## config.mk

```make
export PLATFORM = sky130hd
export DESIGN_NAME = fifo_capture_seq_flat
export DESIGN_NICKNAME = d
export VERILOG_FILES = /design/src/rtl/fifo_capture_seq_if.sv /design/src/rtl/fifo_capture_seq.sv /design/src/flat_wrapper.sv
export SDC_FILE = /design/constraint.sdc
export NUM_CORES = 1
export LEC_CHECK = 0
export ABC_AREA = 1
export BUFFER_PORTS_ARGS = -buffer_cell sky130_fd_sc_hd__buf_2
export CAP_MARGIN = 30
export CORE_ASPECT_RATIO = 0.9
export CORE_MARGIN = 8
export CORE_UTILIZATION = 59
export CTS_BUF_LIST = sky130_fd_sc_hd__clkbuf_16
export CTS_CLUSTER_DIAMETER = 30
export DETAILED_ROUTE_END_ITERATION = 8
export GPL_TIMING_DRIVEN = 0
export PLACE_DENSITY = 0.87
export SYNTH_ARGS = -nofsm -noshare
export SYNTH_HDL_FRONTEND = slang
export SYNTH_SLANG_ARGS = --single-unit
export TNS_END_PERCENT = 5
```

## constraint.sdc

```tcl
create_clock -name adc_sampleclk -period 5.2 [get_ports adc_sampleclk]
set_input_delay 0.26 -clock adc_sampleclk [delete_from_list [all_inputs] [get_ports adc_sampleclk]]
set_output_delay 0.26 -clock adc_sampleclk [all_outputs]
set_load 0.1 [all_outputs]
```

## src/rtl/fifo_capture_seq_if.sv

```systemverilog
// Bus between trigger/arm control and the ADC capture sequencer.
// Optional TRIG_HOLDOFF_EN adds the trig_holdoff_i field.
interface fifo_capture_seq_if #(
   parameter int unsigned CNT_W = 32,
   parameter int unsigned DS_W  = 13
);
   logic             arm_i;
   logic             trig_i;
   logic [CNT_W-1:0] presample_i;
   logic [CNT_W-1:0] samples_i;
   logic [DS_W-1:0]  downsample_i;
   logic             stream_mode;
   logic             fifo_full_i;
`ifdef TRIG_HOLDOFF_EN
   logic [15:0]      trig_holdoff_i;
`endif
   logic             fifo_wr_o;
   logic             fifo_discard_o;
   logic             capture_go_o;
   logic             capture_done_o;
   logic             overflow_o;
   logic [CNT_W-1:0] sample_count_o;
   logic [2:0]       state_o;

   modport slave (
      input  arm_i, trig_i, presample_i, samples_i, downsample_i, stream_mode, fifo_full_i,
`ifdef TRIG_HOLDOFF_EN
      input  trig_holdoff_i,
`endif
      output fifo_wr_o, fifo_discard_o, capture_go_o, capture_done_o, overflow_o,
      output sample_count_o, state_o
   );

   modport master (
      output arm_i, trig_i, presample_i, samples_i, downsample_i, stream_mode, fifo_full_i,
`ifdef TRIG_HOLDOFF_EN
      output trig_holdoff_i,
`endif
      input  fifo_wr_o, fifo_discard_o, capture_go_o, capture_done_o, overflow_o,
      input  sample_count_o, state_o
   );
endinterface

```

## src/rtl/fifo_capture_seq.sv

```systemverilog
// ADC capture sequencer: arm/trigger to gated, downsampled FIFO write/discard strobes.
// Optional trigger holdoff enabled by defining TRIG_HOLDOFF_EN.
module fifo_capture_seq #(
   parameter int unsigned CNT_W = 32,
   parameter int unsigned DS_W  = 13
) (
   input logic               adc_sampleclk,
   input logic               reset,
   fifo_capture_seq_if.slave bus
);
   typedef enum logic [2:0] {
      IDLE      = 3'd0,
      PRESAMP   = 3'd1,
      WAIT_TRIG = 3'd2,
      POST      = 3'd3,
      DONE      = 3'd4
   } state_t;

   state_t           state, state_n;
   logic             arm_r, arm_r2;
   logic [CNT_W-1:0] pre_cfg, smp_cfg, cnt;
   logic [DS_W-1:0]  ds_cfg, ds_cnt;
   logic             stream_cfg;
   logic             wr_q, disc_q, go_q, done_q, ovf_q;
   logic             wr_n, disc_n, inc, ovf_set;
   logic             arm_edge, active, slot, trig_ok;
   logic [CNT_W:0]   pre_p1, smp_ext, total, cnt_p1;
   logic [CNT_W-1:0] cnt_sat;

   assign arm_edge = arm_r & ~arm_r2;
   assign active   = (state == PRESAMP) || (state == WAIT_TRIG) || (state == POST);
   assign slot     = active && (ds_cnt == ds_cfg);

   // Effective total is one bit wider so presample_i+1 never wraps.
   assign pre_p1  = {1'b0, pre_cfg} + (CNT_W+1)'(1);
   assign smp_ext = {1'b0, smp_cfg};
   assign total   = (smp_ext > pre_p1) ? smp_ext : pre_p1;
   assign cnt_p1  = {1'b0, cnt} + (CNT_W+1)'(1);
   assign cnt_sat = (&cnt) ? cnt : cnt + CNT_W'(1);

`ifdef TRIG_HOLDOFF_EN
   logic [15:0] hold_cnt;
   assign trig_ok = (hold_cnt == 16'd0);
`else
   assign trig_ok = 1'b1;
`endif

   always_comb begin
      state_n = state;
      wr_n    = 1'b0;
      disc_n  = 1'b0;
      inc     = 1'b0;
      ovf_set = 1'b0;
      if (arm_edge) begin
         state_n = PRESAMP;
      end else begin
         case (state)
            IDLE: ;
            PRESAMP: begin
               if (cnt == pre_cfg) begin
                  state_n = WAIT_TRIG;
               end else if (slot) begin
                  if (bus.fifo_full_i) begin
                     ovf_set = 1'b1;
                     state_n = DONE;
                  end else begin
                     wr_n = 1'b1;
                     inc  = 1'b1;
                  end
               end
            end
            WAIT_TRIG: begin
               // Window write+discard keeps the pre-trigger depth constant; full is harmless here.
               if (slot && (pre_cfg != '0)) begin
                  wr_n   = 1'b1;
                  disc_n = 1'b1;
               end
               if (trig_ok && bus.trig_i)
                  state_n = POST;
            end
            POST: begin
               if (slot) begin
                  if (bus.fifo_full_i) begin
                     ovf_set = 1'b1;
                     state_n = DONE;
                  end else begin
                     wr_n = 1'b1;
                     inc  = 1'b1;
                     if (!stream_cfg && (cnt_p1 >= total))
                        state_n = DONE;
                  end
               end
            end
            DONE: ;
            default: state_n = IDLE;
         endcase
      end
   end

   always_ff @(posedge adc_sampleclk) begin
      if (reset) begin
         state      <= IDLE;
         arm_r      <= 1'b0;
         arm_r2     <= 1'b0;
         pre_cfg    <= '0;
         smp_cfg    <= '0;
         ds_cfg     <= '0;
         stream_cfg <= 1'b0;
         ds_cnt     <= '0;
         cnt        <= '0;
         wr_q       <= 1'b0;
         disc_q     <= 1'b0;
         go_q       <= 1'b0;
         done_q     <= 1'b0;
         ovf_q      <= 1'b0;
      end else begin
         arm_r  <= bus.arm_i;
         arm_r2 <= arm_r;
         state  <= state_n;
         wr_q   <= wr_n;
         disc_q <= disc_n;
         go_q   <= (state_n == POST);
         done_q <= (state_n == DONE);
         if (arm_edge) begin
            pre_cfg    <= bus.presample_i;
            smp_cfg    <= bus.samples_i;
            ds_cfg     <= bus.downsample_i;
            stream_cfg <= bus.stream_mode;
            cnt        <= '0;
            ds_cnt     <= '0;
            ovf_q      <= 1'b0;
         end else begin
            if (inc)
               cnt <= cnt_sat;
            if (ovf_set)
               ovf_q <= 1'b1;
            if ((state_n == IDLE) || (state_n == DONE) || slot)
               ds_cnt <= '0;
            else
               ds_cnt <= ds_cnt + DS_W'(1);
         end
      end
   end

`ifdef TRIG_HOLDOFF_EN
   always_ff @(posedge adc_sampleclk) begin
      if (reset)
         hold_cnt <= 16'd0;
      else if ((state_n == WAIT_TRIG) && (state != WAIT_TRIG))
         hold_cnt <= bus.trig_holdoff_i;
      else if ((state == WAIT_TRIG) && (hold_cnt != 16'd0))
         hold_cnt <= hold_cnt - 16'd1;
   end
`endif

   assign bus.fifo_wr_o      = wr_q;
   assign bus.fifo_discard_o = disc_q;
   assign bus.capture_go_o   = go_q;
   assign bus.capture_done_o = done_q;
   assign bus.overflow_o     = ovf_q;
   assign bus.sample_count_o = cnt;
   assign bus.state_o        = state;
endmodule

```

## src/flat_wrapper.sv

```systemverilog
// flat-port wrapper written by rule: the top's interface ports become plain ports
module fifo_capture_seq_flat 
#(
   parameter int unsigned CNT_W = 32,
   parameter int unsigned DS_W  = 13
)
  (adc_sampleclk, reset, bus_arm_i, bus_trig_i, bus_presample_i, bus_samples_i, bus_downsample_i, bus_stream_mode, bus_fifo_full_i, bus_fifo_wr_o, bus_fifo_discard_o, bus_capture_go_o, bus_capture_done_o, bus_overflow_o, bus_sample_count_o, bus_state_o);
  fifo_capture_seq_if #(.CNT_W(CNT_W), .DS_W(DS_W)) bus_i ();
  input logic adc_sampleclk;
  input logic reset;
  input wire logic [$bits(bus_i.arm_i)-1:0] bus_arm_i;
  input wire logic [$bits(bus_i.trig_i)-1:0] bus_trig_i;
  input wire logic [$bits(bus_i.presample_i)-1:0] bus_presample_i;
  input wire logic [$bits(bus_i.samples_i)-1:0] bus_samples_i;
  input wire logic [$bits(bus_i.downsample_i)-1:0] bus_downsample_i;
  input wire logic [$bits(bus_i.stream_mode)-1:0] bus_stream_mode;
  input wire logic [$bits(bus_i.fifo_full_i)-1:0] bus_fifo_full_i;
  output wire logic [$bits(bus_i.fifo_wr_o)-1:0] bus_fifo_wr_o;
  output wire logic [$bits(bus_i.fifo_discard_o)-1:0] bus_fifo_discard_o;
  output wire logic [$bits(bus_i.capture_go_o)-1:0] bus_capture_go_o;
  output wire logic [$bits(bus_i.capture_done_o)-1:0] bus_capture_done_o;
  output wire logic [$bits(bus_i.overflow_o)-1:0] bus_overflow_o;
  output wire logic [$bits(bus_i.sample_count_o)-1:0] bus_sample_count_o;
  output wire logic [$bits(bus_i.state_o)-1:0] bus_state_o;
  assign bus_i.arm_i = bus_arm_i;
  assign bus_i.trig_i = bus_trig_i;
  assign bus_i.presample_i = bus_presample_i;
  assign bus_i.samples_i = bus_samples_i;
  assign bus_i.downsample_i = bus_downsample_i;
  assign bus_i.stream_mode = bus_stream_mode;
  assign bus_i.fifo_full_i = bus_fifo_full_i;
  assign bus_fifo_wr_o = bus_i.fifo_wr_o;
  assign bus_fifo_discard_o = bus_i.fifo_discard_o;
  assign bus_capture_go_o = bus_i.capture_go_o;
  assign bus_capture_done_o = bus_i.capture_done_o;
  assign bus_overflow_o = bus_i.overflow_o;
  assign bus_sample_count_o = bus_i.sample_count_o;
  assign bus_state_o = bus_i.state_o;
  fifo_capture_seq #(.CNT_W(CNT_W), .DS_W(DS_W)) u_core (.adc_sampleclk(adc_sampleclk), .reset(reset), .bus(bus_i));
endmodule
```

== Word-level counts from Yosys, hierarchy flattened ==
Cells that the tools add are included.
Widths: inputs -> output; s select.

* Bits in registers: 133
* Output and inout port bits: 40

* Add/subtract/negate cells: 4
* Magnitude comparators: 2
* Equality and inequality tests: 8
* Mux-type cells: 22
* Bitwise logic cells: 4
* Reduce and logical (&&, ||, !) cells: 17

{| class="wikitable"
|+ Operators by type and width
! cell !! count
|-
| $add 32x1->33 const B || 2
|-
| $ge 33x33->1 || 1
|-
| $gt 32x33->1 || 1
|-
| $mux 33 || 1
|-
| $add 32x1->32 const B || 1
|-
| $eq 32x32->1 || 1
|-
| $reduce_and 32->1 || 1
|-
| $reduce_bool 32->1 || 1
|-
| $mux 3 || 8
|-
| $add 13x1->13 const B || 1
|-
| $eq 13x13->1 || 1
|-
| $pmux 3 s4 || 1
|-
| $eq 3x2->1 const B || 3
|-
| $mux 1 || 9
|-
| $eq 3x3->1 const B || 2
|-
| $logic_not 3->1 || 2
|-
| $reduce_or 3->1 || 2
|-
| $logic_or 1x1->1 || 4
|-
| $pmux 1 s2 || 2
|-
| $reduce_or 2->1 || 2
|-
| $eq 3x1->1 const B || 1
|-
| $logic_and 1x1->1 || 3
|-
| $not 1->1 || 3
|-
| $pmux 1 s3 || 1
|-
| 3 further kinds || 3
|}

== Logic depth before layout (Yosys ltp) ==
* Depth after elaboration: 14
* Gate-level depth with buffers: 42
* Gate-level depth less buffers: 39

== Worst setup path after synthesis ==
No wires, ideal clock.

* Path type: register to register
* Start point: reg u_core.pre_cfg[2]
* End point: reg u_core.ds_cnt[10]
* Arrival: 4,652 ps
* Required time: 5,084 ps
* Path slack: 432 ps
* Stages on the path, launching flop included: 36
* Buffers on the path: 3
* Period minus slack after synthesis: 4,768 ps
* Cell sequence: dfxtp_1 > buf_2 > nand3_2 > nor3_2 > nand3_2 > nor2_2 > nand2_2 > nor3_2 > and2_1 > nand2_1 > xor2_1 > ha_1 > nand4_1 > or3_1 > nor4_1 > o311ai_4 > buf_2 > nand3b_1 > nand2_1 > ha_1 > nand2_1 > nor2_1 > nand3_1 > nor2_1 > nand2_1 > nand2_1 > nor2_1 > nand2_1 > nand2_1 > nand2_1 > nand2_1 > nand2_1 > nand4_1 > nand2_1 > buf_2 > nor2_1

* Longest elaborated chain between the ends: 14
* Elaborated cells on any way between the ends: 17
* Those cells by class: add/sub (1); order compare (2); eq/ne (2); mux (7); reduce/logical (5)

{| class="wikitable"
|+ RTL lines
! what !! RTL line !! RTL
|-
| from (decl) || fifo_capture_seq.sv:21 || <nowiki>logic [CNT_W-1:0] pre_cfg, smp_cfg, cnt;</nowiki>
|-
| from (signal assigned) || fifo_capture_seq.sv:125 || <nowiki>pre_cfg <= bus.presample_i;</nowiki>
|-
| $add 32x1->33 || fifo_capture_seq.sv:35 || <nowiki>assign pre_p1 = {1'b0, pre_cfg} + (CNT_W+1)'(1);</nowiki>
|-
| $gt 32x33->1 || fifo_capture_seq.sv:37 || <nowiki>assign total = (smp_ext > pre_p1) ? smp_ext : pre_p1;</nowiki>
|-
| $mux 33 || fifo_capture_seq.sv:37 ||
|-
| $ge 33x33->1 || fifo_capture_seq.sv:89 || <nowiki>if (!stream_cfg && (cnt_p1 >= total))</nowiki>
|-
| $logic_and 1x1->1 || fifo_capture_seq.sv:89 ||
|-
| $mux 3 || fifo_capture_seq.sv:89 ||
|-
| $mux 3 || fifo_capture_seq.sv:83 || <nowiki>if (bus.fifo_full_i) begin</nowiki>
|-
| $mux 3 || fifo_capture_seq.sv:82 || <nowiki>if (slot) begin</nowiki>
|-
| $pmux 3 s4 (*) || fifo_capture_seq.sv:57 || <nowiki>case (state)</nowiki>
|-
| $mux 3 (*) || fifo_capture_seq.sv:54 || <nowiki>if (arm_edge) begin</nowiki>
|-
| $eq 3x3->1 / $logic_not 3->1 (equally long branches) || fifo_capture_seq.sv:137 || <nowiki>if ((state_n == IDLE) || (state_n == DONE) || slot)</nowiki>
|-
| $logic_or 1x1->1 (*) (2 in a row) || fifo_capture_seq.sv:137 ||
|-
| $reduce_or 3->1 (no source line) (*) || n/a ||
|-
| to (signal assigned) || fifo_capture_seq.sv:140 || <nowiki>ds_cnt <= ds_cnt + DS_W'(1);</nowiki>
|-
| to (decl) || fifo_capture_seq.sv:22 || <nowiki>logic [DS_W-1:0] ds_cfg, ds_cnt;</nowiki>
|}

Mark *: on every way between the ends. The rest lies on a longest branch, timed or not.
A chain may end at the register's enable or synchronous reset.

== Worst setup path after layout ==
* Start point: reg u_core.pre_cfg[1]
* End point: reg u_core.ds_cnt[2]

Same word-level chain as after synthesis.

==> results.py <==
metrics = {
    "final_layout": {
        "multi_input_area_um2": 6290,
        "seq_area_um2": 2690,
        "area_growth_pct": 27.5,
        "nets": 1742,
        "diodes": 0,
        "nFillCells": 1127,
        "final_cell_count_no_fill": 1804,
        "layout-drive-gt1-share": 0.218,
    },
    "critical_path": {
        "slowest_delay_ps": 390,
        "required_ps": 5540,
        "worstSetupEndpointType": "register",
        "cp_max_fo": 10,
        "worst_ep_arrival_time_ps": 5680,
        "rr_startpoint": "u_core.pre_cfg[1]",
        "worstSetupPathType": "register to register",
        "cp-start-kind": "register",
        "cpMaxStageDelayCell": "dfxtp_4",
        "r2r_cells": 38,
        "reg2reg_to": "u_core.ds_cnt[2]",
        "cp_common_cell": "nand2_1",
        "r2r_slack_ps": -140,
    },
    "cts": {
        "clockBufferDepth": 2,
        "cts_buffers": 17,
        "clk_pin_slew_ps": 70,
        "cts_hold_buf": 0,
        "clock_latency_ps": 450,
        "clockRootBuffer": "clkbuf_16",
        "cts_sinks": 133,
        "htreeDepth": 4,
        "cts_tree": "built",
    },
    "timing": {
        "setup_slack_ps": -135,
        "setup_viol": 15,
        "fmax_ghz": 0.187,
        "min_period_over_period": 1.03,
        "setup_tns_ps": -1760,
        "worst_slew_pin_slew_ps": 954,
        "fin_skew_ps": 15.9,
        "slew_violations": 0,
        "rsz0062_at_grt": "yes",
        "layout_min_cycle_time_ps": 5340,
        "max_slew_margin": 0.362,
        "hold_viol": 0,
    },
    "logic_synthesis": {
        "syn-num-nets": 1553,
        "synth_seq_cells": 133,
        "syn_area_um2": 9250,
        "synthArstFlopShare": 0,
        "syn_inst": 1401,
        "ys_warn_count": 0,
        "synth-edff-count": 0,
        "synth_cell_type_count": 37,
        "syn-mean-instance-area_um2": 6.60,
        "ys.flop_type": "dfxtp_1",
        "synth_seq_area_share": 0.288,
    },
    "grt": {
        "grtUsageTotal": 0.316,
        "grt_pass1_vias": 10100,
        "grt_max_degree": 17,
        "gr-total-overflow": 0,
        "grt_pass1_wl_um": 50300,
        "antenna_found_initial": 0,
    },
    "min_path": {
        "hp-class": "primary input to register",
        "whs_path_depth": 2,
        "min_from": "reset",
        "hold_end": "u_core.arm_r",
    },
    "power_and_ir_drop": {
        "ir_drop_mv": 0.295,
        "power.density_nw_per_um2": 285,
        "leakage_nw": 5.78,
    },
    "route": {
        "first_pass_iters": 7,
        "initialDrtViolationCount": 1224,
        "drc_errors": 0,
        "num_vias": 10600,
        "routed_via_density": 5.88,
        "drt-wirelength-per-cell_um": 18.7,
        "drt.antenna.violating_nets": 0,
        "routed_wl_um": 33700,
    },
    "floorplanning": {
        "core_um2": 15400,
        "initial_core_util": 0.601,
        "die_h_um": 135,
        "die-area_um2": 19900,
        "io_pins": 123,
        "die_width_um": 148,
        "rows": 43,
    },
    "status": {
        "violations": "negative setup slack",
        "outcome": "finished with violations",
    },
    "place": {
        "place_inst": 1725,
        "portBuffers": 122,
        "place_hpwl_um": 22800,
        "place.gp.congestion": 0.996,
    },
    "flow_run": {
        "maxCapViolCount": 0,
    },
}
per-stage QoR:
| stage | power [W] | setup WS [ps] | utilization | hold slack (ps) | cell area [um2] |
|---|---|---|---|---|---|
| finish | 0.00336 | -135 | 0.766 | 12.1 | 11800 |
| global route | 0.00347 | -482 | 0.766 | 25.0 | 11800 |
| CTS | 0.00319 | -19.5 | 0.733 | 19.5 | 11300 |
| detailed placement | 0.00181 | -716 | 0.657 | 428 | 10100 |
| global placement | 0.00178 | -695 | 0.657 | 422 | 10100 |
| floorplan | 0.00159 | 432 | - | 331 | 9250 |
area by class of cell:
cell class	instances	area share
multi-input combinational	1067	0.534
sequential	133	0.228
timing repair buffer	171	0.0888
inverter	156	0.0505
clock buffer	17	0.0361
buffer	44	0.0247
tap	202	0.0214
clock inverter	14	0.0170
routing by layer:
layer	global-route usage	vias up	part of all wire
met5	0	-	0
met4	0.176	0	0.061
met3	0.0870	203	0.12
met2	0.512	759	0.45
met1	0.372	4784	0.37
li1	-	4870	-
placed cells by master (no fill, tap or decap), drive strengths merged:
cell type	count
a21oi	64
a21o	2
nor3b	1
or3	1
nor2	250
clkbuf	44
bufinv	4
dfxtp	133
nand2	347
clkinv	2
a211oi	4
xor2	66
ha	69
nand3b	34
inv	162
nor3	32
xnor2	12
or4	1
o311ai	1
nand3	43
nor4	5
a31oi	2
o21bai	1
and2	1
o21ai	93
buf	188
nand4	37
or2	1
clkinvlp	2
synthesized netlist by cell type, drive strengths merged (4+ instances only):
| cell | instances | area, um2 |
|---|---|---|
| nand2 | 347 | 1320 |
| nor2 | 250 | 968 |
| inv | 156 | 586 |
| dfxtp | 133 | 2660 |
| o21ai | 93 | 465 |
| ha | 69 | 863 |
| xor2 | 66 | 578 |
| a21oi | 64 | 320 |
| nand3 | 43 | 255 |
| nand4 | 37 | 231 |
| nand3b | 34 | 255 |
| nor3 | 32 | 229 |
| clkbuf | 26 | 97.6 |
| buf | 19 | 150 |
| xnor2 | 12 | 105 |
| nor4 | 5 | 31.3 |
| a211oi | 4 | 30.0 |
registers in the layout, indices dropped and copies added (netlist names), 3 cells and up:
signal and flops:
u_core.ds_cnt 13, u_core.pre_cfg 32, u_core.bus.sample_count_o 32, u_core.ds_cfg 13
u_core.bus.state_o 3, u_core.smp_cfg 32
cell families (layout without fill, tap and decap cells):
family,Yosys count,count (layout),share of synthesized area
compound gates,167,167,0.0949
xor+xnor,78,78,0.0739
fa+ha+maj,69,69,0.0934
buf+inv,201,402,0.0901
flops,133,133,0.288
simple gates,753,753,0.360
repair_timing:
| item | 4_1_cts | 5_1_grt |
|---|---|---|
| gates resized for setup | 78 | 79 |
| buffers inserted | 24 | 22 |
| pin swaps | 35 | 59 |
| endpoints found under the setup margin | 18 | 18 |
| cloned | 3 | 1 |
report_power, final:
group          leakage (nW)  total [W]  switching, W  internal (W)
combinational          4.39   0.000921      0.000577      0.000344
sequential             1.09    0.00112     0.0000534       0.00106
clock                 0.303    0.00132      0.000513      0.000806
worst max path at each step:
stage	start	end	cells past startpoint
final	u_core.pre_cfg[1]	u_core.ds_cnt[2]	38
after global routing	u_core.pre_cfg[1]	u_core.ds_cnt[2]	38
after CTS	u_core.pre_cfg[2]	u_core.ds_cnt[2]	36
after detailed placement	u_core.pre_cfg[0]	u_core.ds_cnt[9]	36
after global placement	u_core.pre_cfg[2]	u_core.ds_cnt[5]	35
after floorplan	u_core.pre_cfg[2]	u_core.ds_cnt[10]	35
critical path, delay by kind of cell, from the launching register on:
family | cells | cell delay (ps)
AOI/OAI and AO/OA | 3 | 590
xor gates and xnor gates | 1 | 190
adders and majority gates | 3 | 710
buffers and inverters | 4 | 640
DFF | 1 | 390
and+or+nand+nor | 27 | 2700
Note: power is estimated with default switching activity, not from simulation.
